File: src/rtl/lsu_ram_master.sv
// Load/store initiator for the word-wide on-chip RAM: lane extraction, sign/zero
// extension, read-modify-write for SB/SH, and early rejection of bad accesses.
module lsu_ram_master #(
  parameter int AW = 14
) (
  input  logic        m_clock,
  input  logic        p_reset,
  input  logic        req_valid,
  output logic        req_ready,
  input  logic        req_we,
  input  logic [2:0]  req_funct3,
  input  logic [31:0] req_addr,
  input  logic [31:0] req_wdata,
  output logic        resp_valid,
  output logic        resp_err,
  output logic [31:0] resp_data,
  output logic [31:0] mem_addr,
  output logic [31:0] mem_wdata,
  output logic        mem_rden,
  output logic        mem_wren,
  input  logic [31:0] mem_rdata
);

  typedef enum logic [1:0] {IDLE, RD, WAIT, WR} state_t;

  state_t      state;
  logic        we_q;
  logic [2:0]  funct3_q;
  logic [31:0] addr_q;
  logic [31:0] wdata_q;
  logic        rden_q;
  logic        wren_q;
  logic        req_err;
  logic [7:0]  byte_lane;
  logic [15:0] half_lane;
  logic [31:0] load_data;
  logic [31:0] merged;

  assign req_ready = (state == IDLE);
  assign mem_addr  = {addr_q[31:2], 2'b00};
  // Strobes are masked during reset so an in-flight access never reaches the RAM.
  assign mem_rden  = rden_q && !p_reset;
  assign mem_wren  = wren_q && !p_reset;

  always_comb begin
    req_err = 1'b0;
    if (req_we) begin
      if (req_funct3 >= 3'd3) req_err = 1'b1;
    end else if (req_funct3 == 3'd3 || req_funct3[2:1] == 2'b11) begin
      req_err = 1'b1;
    end
    if (req_funct3[1:0] == 2'b01 && req_addr[0]) req_err = 1'b1;
    if (req_funct3[1:0] == 2'b10 && req_addr[1:0] != 2'b00) req_err = 1'b1;
    if ((req_addr >> AW) != 32'd0) req_err = 1'b1;
  end

  always_comb begin
    case (addr_q[1:0])
      2'd0:    byte_lane = mem_rdata[7:0];
      2'd1:    byte_lane = mem_rdata[15:8];
      2'd2:    byte_lane = mem_rdata[23:16];
      default: byte_lane = mem_rdata[31:24];
    endcase
    half_lane = addr_q[1] ? mem_rdata[31:16] : mem_rdata[15:0];

    case (funct3_q[1:0])
      2'b00:   load_data = {{24{byte_lane[7] & ~funct3_q[2]}}, byte_lane};
      2'b01:   load_data = {{16{half_lane[15] & ~funct3_q[2]}}, half_lane};
      default: load_data = mem_rdata;
    endcase

    merged = mem_rdata;
    if (funct3_q[1:0] == 2'b00) begin
      case (addr_q[1:0])
        2'd0:    merged[7:0]   = wdata_q[7:0];
        2'd1:    merged[15:8]  = wdata_q[7:0];
        2'd2:    merged[23:16] = wdata_q[7:0];
        default: merged[31:24] = wdata_q[7:0];
      endcase
    end else if (addr_q[1]) begin
      merged[31:16] = wdata_q[15:0];
    end else begin
      merged[15:0] = wdata_q[15:0];
    end
  end

  always_ff @(posedge m_clock) begin
    if (p_reset) begin
      state      <= IDLE;
      we_q       <= 1'b0;
      funct3_q   <= 3'd0;
      addr_q     <= 32'd0;
      wdata_q    <= 32'd0;
      rden_q     <= 1'b0;
      wren_q     <= 1'b0;
      resp_valid <= 1'b0;
      resp_err   <= 1'b0;
      resp_data  <= 32'd0;
      mem_wdata  <= 32'd0;
    end else begin
      resp_valid <= 1'b0;
      resp_err   <= 1'b0;
      rden_q     <= 1'b0;
      wren_q     <= 1'b0;
      case (state)
        IDLE: begin
          if (req_valid) begin
            if (req_err) begin
              resp_valid <= 1'b1;
              resp_err   <= 1'b1;
              resp_data  <= 32'd0;
            end else begin
              we_q     <= req_we;
              funct3_q <= req_funct3;
              addr_q   <= req_addr;
              wdata_q  <= req_wdata;
              // Full-word stores skip the read; everything else reads first.
              if (req_we && req_funct3 == 3'd2) begin
                mem_wdata <= req_wdata;
                wren_q    <= 1'b1;
                state     <= WR;
              end else begin
                rden_q <= 1'b1;
                state  <= RD;
              end
            end
          end
        end
        RD: state <= WAIT;
        WAIT: begin
          if (we_q) begin
            mem_wdata <= merged;
            wren_q    <= 1'b1;
            state     <= WR;
          end else begin
            resp_data  <= load_data;
            resp_valid <= 1'b1;
            state      <= IDLE;
          end
        end
        WR: begin
          resp_valid <= 1'b1;
          resp_data  <= 32'd0;
          state      <= IDLE;
        end
        default: state <= IDLE;
      endcase
    end
  end

endmodule

File: config.mk
export PLATFORM = sky130hd
export DESIGN_NAME = lsu_ram_master
export DESIGN_NICKNAME = d
export VERILOG_FILES = /design/src/rtl/lsu_ram_master.sv
export SDC_FILE = /design/constraint.sdc
export NUM_CORES = 1
export LEC_CHECK = 0
export CELL_PAD_IN_SITES_DETAIL_PLACEMENT = 1
export CELL_PAD_IN_SITES_GLOBAL_PLACEMENT = 1
export CORE_UTILIZATION = 32
export CTS_BUF_LIST = sky130_fd_sc_hd__clkbuf_4
export CTS_CLUSTER_DIAMETER = 200
export DETAILED_ROUTE_END_ITERATION = 12
export PLACE_DENSITY = 0.76
export SYNTH_ARGS = -nofsm -noshare
export SYNTH_HDL_FRONTEND = slang
export SYNTH_SLANG_ARGS = --single-unit
File: constraint.sdc
create_clock -name m_clock -period 1.97 [get_ports m_clock]
set_input_delay 0.4925 -clock m_clock [delete_from_list [all_inputs] [get_ports m_clock]]
set_output_delay 0.4925 -clock m_clock [all_outputs]
set_load 0.05 [all_outputs]
======== After elaboration in Yosys (flattened, before gate mapping) ========
Index checks and enable logic that the tools add are counted.
W data, S select, Z words.
storage, ports and cells
  bits in latches ......................... 0
  bits in read-only memories .............. 0
  logic and storage cells ................. 96
  memories ................................ 0
  input port bits ......................... 103
  memory bits (writable) .................. 0
  register bits ........................... 122
operators by class
  shifts and indexed selects .............. 0
  $lt $le $gt $ge ......................... 1
  multiply operators ...................... 0
  add/subtract/negate cells ............... 0
  eq/ne operators ......................... 17
  muxes and demuxes ....................... 40
  div/mod/pow operators ................... 0
  bitwise operators ....................... 6
  reductions and logical operators ........ 21
operator list
  operator              count
  $mux W32              8
  $pmux W32 S2          2
  $pmux W32 S3          1
  $mux W16              3
  $mux W8               4
  $reduce_bool A32 Y1   1
  $pmux W8 S3           1
  $mux W1               14
  $eq A2 B2 Y1 const B  5
  $eq A2 B1 Y1 const B  4
  $mux W2               4
  $ne A2 B2 Y1 const B  4
  $pmux W2 S4           1
  $eq A3 B2 Y1 const B  2
  $logic_not A2 Y1      3
  $logic_and A1 B1 Y1   5
  $reduce_and A5 Y1     1
  $ne A2 B1 Y1 const B  2
  $not A1 Y1            4
  $reduce_and A4 Y1     1
  $reduce_bool A2 Y1    2
  $reduce_or A4 Y1      1
  $ge A3 B2 Y1 const B  1
  $pmux W1 S3           1
  9 further kinds       10

======== Logic depth before layout (Yosys ltp) ========
Gate-level depths: netlist of the first run.
  depth in word-level cells ............... 10
  gate-level depth with buffers ........... 8
  gate-level depth less buffers ........... 5

======== Worst setup path after synthesis of the first run ========
Ideal clock, no wire load.
  path type ............................... in2out
  start point ............................. input port p_reset
  end point ............................... output port mem_rden
  cell stages on the path ................. 3
  arrival time ............................ 1540 ps
  required time ........................... 1477 ps
  setup slack ............................. -62 ps
  buffers on the path ..................... 2
  cell sequence ........................... buf_2 > clkbuf_1 > nor2b_1
on the way
  longest elaborated chain between the ends .. 2
RTL lines
  item                 RTL line  RTL
  start: declaration   7         input logic p_reset,
  $logic_not A1 Y1     42        assign mem_rden = rden_q && !p_reset;
  $logic_and A1 B1 Y1  42
  end: declaration     19        output logic mem_rden,
Every way passes these cells.

======== Worst setup path in the final report of the first run ========
  start point ............................. input port req_funct3[0]
  end point ............................... register mem_wdata[0]
on the way
  longest elaborated chain between the ends .. 9
  elaborated cells on any way between the ends .. 18
  classes of those cells .................. order compare: 1; eq/ne: 6; mux: 6; reduce/logical: 5
RTL lines
  item                                                  RTL line  RTL
  start: declaration                                    11        input logic [2:0] req_funct3,
  branches (longest 8 deep; another with $ge A3 B2 Y1)  --
  $reduce_and A5 Y1 (no line) (*)                       --
  end signal: assignment                                119       mem_wdata <= req_wdata;
  end signal: assignment                                132       mem_wdata <= merged;
  end: declaration                                      18        output logic [31:0] mem_wdata,
Every way passes the cells marked *.
A chain may end at the register's enable or synchronous reset.

==> results of run 1 <==
==> cells in the mapped netlist (2+ instances only) <==
cell         n  share of area
dfxtp_1    122           0.40
nor2_1      78          0.048
nor2b_1     58          0.059
o21ai_0     43          0.035
mux2i_1     36          0.059
buf_4       34          0.042
clkbuf_1    28          0.017
nor3_1      20          0.016
nand2_1     19          0.012
and2_1      18          0.018
inv_1       18          0.011
mux2_1      16          0.029
nand3_1     16          0.013
o22ai_1     16          0.016
o2bb2ai_1   16          0.023
a311oi_1    14          0.020
nand2b_1    12          0.012
mux2_2      11          0.020
mux2_4      11          0.027
a32o_1       8          0.013
buf_2        8         0.0065
a31oi_1      7         0.0072
buf_6        7          0.013
o221ai_1     7          0.010
a21oi_1      5         0.0041
nor4_2       5          0.010
o21ai_2      4         0.0057
or2_2        4         0.0041
buf_12       3         0.0098
a311o_1      2         0.0033
clkbuf_2     2         0.0016
nor2_2       2         0.0020
nor3b_1      2         0.0025
o2111ai_1    2         0.0029
o21a_1       2         0.0025
o21ai_1      2         0.0016
==> cell families after synthesis <==
group	after synthesis	synth area share
AND/OR/NAND/NOR	242	0.210
AO/OA/AOI/OAI	130	0.150
flip-flops	122	0.399
buffers and inverters	101	0.101
multiplexers	75	0.139
other	1	0.000613
==> worst paths after layout <==
check | from | endpoint | slack, ns
worst max-delay path | req_funct3[0] | mem_wdata[0] | 0.05
worst min-delay path | p_reset | funct3_q[1] | 0.23
worst max register to register | funct3_q[0] | mem_wdata[10] | 0.14
worst min register to register | addr_q[15] | addr_q[15] | 0.47
==> flip-flops by register name, summed over array words and instances (netlist names) <==
signal,flops
resp_data,32
rden_q,1
mem_wdata,32
resp_err,1
addr_q,32
resp_valid,1
wdata_q,16
funct3_q,3
we_q,1
state,2
wren_q,1
==> critical path: stages <==
cell             delay, ns
clkdlybuf4s50_1       0.56
a21oi_1               0.12
o211ai_2              0.31
nor3_2                0.10
o21ai_4               0.24
buf_12                0.21
mux2_2                0.34
==> per-stage QoR <==
step | std cells | worst slack, ns | util | cell area (um2)
CTS | 1110 | 0.000420 | 0.456 | 8530
detailed placement | 1077 | -0.547 | 0.440 | 8230
global route | 1113 | -0.0144 | 0.456 | 8520
global placement | 1077 | -0.512 | 0.440 | 8230
finish | 1113 | 0.0464 | 0.456 | 8520
floorplan | 672 | -0.0625 | - | 6120
==> final cells by class <==
cell class	count	area, um2	share of cell area
Multi-Input combinational cell	449	3110	0.365
Timing Repair Buffer	257	2330	0.273
Clock inverter	15	151	0.0178
Inverter	18	67.6	0.00793
Tap cell	234	293	0.0344
Antenna cell	1	2.50	0.000294
Sequential cell	122	2450	0.287
Clock buffer	17	128	0.0150
==> routing by layer <==
metal  GRT usage  share of wire  wire (um)  vias up
li1            -              -          -     2708
met1       0.285           0.47       9680     2707
met2       0.329           0.46       9560      175
met3      0.0376          0.054       1120       17
met4      0.0717          0.012        240        0
met5           0              0          0        -
==> power breakdown <==
part	internal (uW)	total, uW	leakage (uW)	switching, uW
clock	748	1800	0.000138	1050
sequential	2470	2470	0.000984	0.530
combinational	283	496	0.00225	213
total	3500	4760	0.00337	1270
==> timing repair <==
action                     in CTS  in global routing
gates cloned                    0                  1
pin swaps                       1                  1
gates resized for setup        55                 25
setup endpoints to repair      29                 70
buffers inserted                1                  1
==> metrics.cfg, run 1 <==
[clock_tree]
clk_latency_ns=0.56
clk_pin_slew_ns=0.12
cts_hold_buf=0
cts_tree=done
cts-htree-levels=4
cts_sinks=122
cts_buffers=17
clockBufferDepth=2
root_buffer=clkbuf_4

[synthesis]
async_flop_share=0
synth_edf_count=0
synth.ff_latch_count=122
synth-seq-area-share=0.399
synthFlopType=dfxtp_1
synth_area_um2=6120
post_synth.cell_area_avg_um2=9.11
synth_cell_types=49
yosysWarnings=0
syn_inst=671

[setup_path]
path_max_fanout=17
end_kind=register
r2r.worst_path.cells=6
required_ns=2.43
cp.arrival_ns=2.38
startpoint_type=input port
worstSetupPathType=input port to register

[timing]
finalCriticalPeriod_ns=1.92
fmax_ghz=0.520
hold_viol=0
fin_setup_tns_ns=0
holdWs_ns=0.231
fin_crit_sh=0.976
finClkSkew_ns=0.0157
finalSetupViolations=0
tightest_slew_ns=0.515
rsz0062_at_grt=true
finalMaxSlewViolations=0
max_slew_margin=0.657

[route]
ant_nets=0
dr.pass1.iters=4
via_per_inst=5.04
vias=5607
detail_route.wl_per_cell_um=18.5
drc=0
drtIter0Drc=293
drt_wl_total_mm=20.6

[outcome]
status=completed

[floorplanning]
core_um2=18700
initial_core_util=0.327
die_area_um2=19700
ioPinCount=204
fp-row-count=50
die_y_um=140
die_w_um=140

[final_layout]
final_common_cell=dfxtp_1
layout.nets=968
fillCellCount=2163
final_cell_mix=119 x dfxtp_1, 118 x buf_4, 101 x clkdlybuf4s50_1
area_growth_pct=39.3
final_layout_size_suffix_gt1_frac=0.263

[placement]
port_buffers=201
dp_hpwl_mm=15.6
place.gp.congestion=0.801

[grt]
grt-ovfl-total=0
antenna_found_initial=1
grt_pass1_vias=5551
grtUsageTotal=0.209
grt_pass1_wl_mm=31.3
grt_max_degree=85

[power]
finalPower_uw=4760
peakVddDrop_v=0.000315
p_per_area_nw_per_um2=559
leakagePower_uw=0.00337

[min_path]
hold_class=input port to register
hold_path_depth=2

[run]
drv_cap=0

Note: power is estimated with default switching activity, not from simulation.
==> run 2: changes to the inputs <==
--- a/config.mk
+++ b/config.mk
@@ -5,13 +5,14 @@
 export SDC_FILE = /design/constraint.sdc
 export NUM_CORES = 1
 export LEC_CHECK = 0
+export ABC_AREA = 1
 export CELL_PAD_IN_SITES_DETAIL_PLACEMENT = 1
 export CELL_PAD_IN_SITES_GLOBAL_PLACEMENT = 1
-export CORE_UTILIZATION = 32
+export CORE_UTILIZATION = 30
 export CTS_BUF_LIST = sky130_fd_sc_hd__clkbuf_4
 export CTS_CLUSTER_DIAMETER = 200
 export DETAILED_ROUTE_END_ITERATION = 12
-export PLACE_DENSITY = 0.76
+export PLACE_DENSITY = 0.74
 export SYNTH_ARGS = -nofsm -noshare
 export SYNTH_HDL_FRONTEND = slang
 export SYNTH_SLANG_ARGS = --single-unit
==> run 2 against run 1 <==
Compared with the run above: clock power is 13% higher; register-to-register slack improved by 0.10 ns; critical path type is now register to primary output; area after synthesis up 12%; clock skew grew 0.0093 ns.
==> metrics.cfg, run 2 <==
[outcome]
status=completed

[floorplanning]
die_area_um2=23400
die_w_um=153
die_y_um=153
fp-row-count=54
ioPinCount=204
initial_core_util=0.310
core_um2=22100

[setup_path]
cp_top_family=buffers and inverters
cp.arrival_ns=1.41
startpoint_type=register
worstSetupPathType=register to primary output
crit_chain=clkdlybuf4s15_1
required_ns=1.48
cpMaxStageDelayCell=clkdlybuf4s15_1
end_kind=primary output
slowest_delay_ns=0.50
path_max_fanout=2
critPathBufInv=1

[grt]
grt_pass1_vias=7553
antenna_found_initial=2
grt_max_degree=62
grt-ovfl-total=0
grtUsageTotal=0.224
grt_pass1_wl_mm=41.2

[clock_tree]
cts_sinks=122
cts_tree=done
cts_buffers=17
cts-htree-levels=4
postCtsSetupRepairBufs=0
clk_latency_ns=0.56
clk_pin_slew_ns=0.12
root_buffer=clkbuf_4
cts_hold_buf=0
clockBufferDepth=2

[final_layout]
final_util=0.421
layout.nets=1343
final_cell_mix=252 x nand2_1, 132 x a21oi_1, 124 x nor2_1
final_layout_size_suffix_gt1_frac=0.179
fin_cells=1533
final_common_cell=nand2_1
area_growth_pct=36.0
reg_top3=addr_q x32, mem_wdata x32, resp_data x32

[synthesis]
synth_top_area_cell=dfxtp_1
post_synth.cell_area_avg_um2=6.45
async_flop_share=0
synthFlopType=dfxtp_1
syn_inst=1061
synth.ff_latch_count=122
synth_top_area_frac=0.357
synth_common_cells=253 x nand2_1, 132 x a21oi_1, 124 x nor2_1
synth_area_um2=6850
synth_cell_types=31
synth_area_leaders=dfxtp_1 36%, nand2_1 14%, a21oi_1 9.6%
yosysWarnings=0
synth-seq-area-share=0.357
synth_most_common_cell=nand2_1
synth_edf_count=0

[placement]
dp_cells=1501
dp_hpwl_mm=19.3
place.gp.congestion=0.855
port_buffers=201

[min_path]
hold_class=register to register

[timing]
finalCriticalPeriod_ns=1.90
fmax_ghz=0.526
hold_viol=0
finClkSkew_ns=0.0250
finalMaxSlewViolations=0
finalSetupViolations=0
tightest_slew_ns=0.547
holdWs_ns=0.468
rsz0062_at_grt=false
max_slew_margin=0.636
fin_crit_sh=0.965

[route]
ant_nets=0
drtIter0Drc=435
vias=7595
dr.pass1.iters=5
detail_route.wl_per_cell_um=16.8
drc=0
via_per_inst=4.95
drt_wl_total_mm=25.8

[power]
p_per_area_nw_per_um2=547
leakagePower_uw=0.00432
peakVddDrop_v=0.000301

[run]
drv_cap=0

run 2: cell count changes after synthesis, sizes merged, moves of 19 or more:
cell    previous run  this run
inv               18        94
mux2i             36         0
nor2b             58         0
o211ai             1        25
nor3              21         2
nor2              80       129
mux2              38         0
nand3             16        52
o21ai             49        69
nand2             20       253
a21oi              6       132
run 2: kinds of logic (layout without fill, tap and decap cells):
kind of cell	count (synthesis)	in the layout	share of synthesized area
AO/OA/AOI/OAI	248	248	0.199
flip-flops	122	122	0.357
other	1	3	0.000548
AND/OR/NAND/NOR	491	491	0.309
buffers and inverters	199	389	0.135
run 2: final timing paths:
kind	startpoint	end	slack, ns	cells after the start
hold reg to reg	resp_data[13]	resp_data[13]	0.47	2
setup reg to reg	addr_q[1]	mem_wdata[22]	0.24	9
hold / removal	resp_data[13]	resp_data[13]	0.47	2
setup / recovery	addr_q[6]	mem_addr[6]	0.07	1
run 2: what timing repair did:
action                     CTS  global route
setup endpoints to repair   28            31
resized for setup           34            41
hold endpoints to repair     0             0
run 2: stage by stage:
stage	worst slack, ns	area (um2)	setup TNS, ns	power, uW
final	0.0688	9310	0	5090
after CTS	0.00180	9360	0	5160
after floorplan	-0.0594	6850	-0.119	2740
after global placement	-0.203	9070	-18.72	3100
after detailed placement	-0.286	9070	-27.30	3100
after global routing	0.00552	9310	0	5310
run 2: power by group:
part | internal (uW) | switching [uW] | leakage, uW
Sequential | 2470 | 0.460 | 0.000983
Clock | 1000 | 1040 | 0.000159
Combinational | 300 | 280 | 0.00318
Total | 3770 | 1320 | 0.00432
run 2: metal layers:
layer / track usage / routed length [um]
met5: 0 / 9
met4: 0.0726 / 623
met3: 0.0491 / 1360
met2: 0.373 / 12000
met1: 0.287 / 11800
run 2: final cells by class:
type	count	area, um2
multi-input combinational	741	3490
clock buffer	18	135
tap	280	350
inverter	94	353
fill	2855	12800
clock inverter	13	178
antenna	1	2.50
sequential	122	2440
timing repair buffer	264	2360
==> run 3: changes to the inputs <==
--- a/config.mk
+++ b/config.mk
@@ -13,6 +13,7 @@
 export CTS_CLUSTER_DIAMETER = 200
 export DETAILED_ROUTE_END_ITERATION = 12
 export PLACE_DENSITY = 0.74
+export SKIP_LAST_GASP = 1
 export SYNTH_ARGS = -nofsm -noshare
 export SYNTH_HDL_FRONTEND = slang
 export SYNTH_SLANG_ARGS = --single-unit
==> results of run 3 <==
Final layout, timing and power as in run 2 (identical DEF).
Among the figures that moved: number of gates resized after CTS 34 -> 33
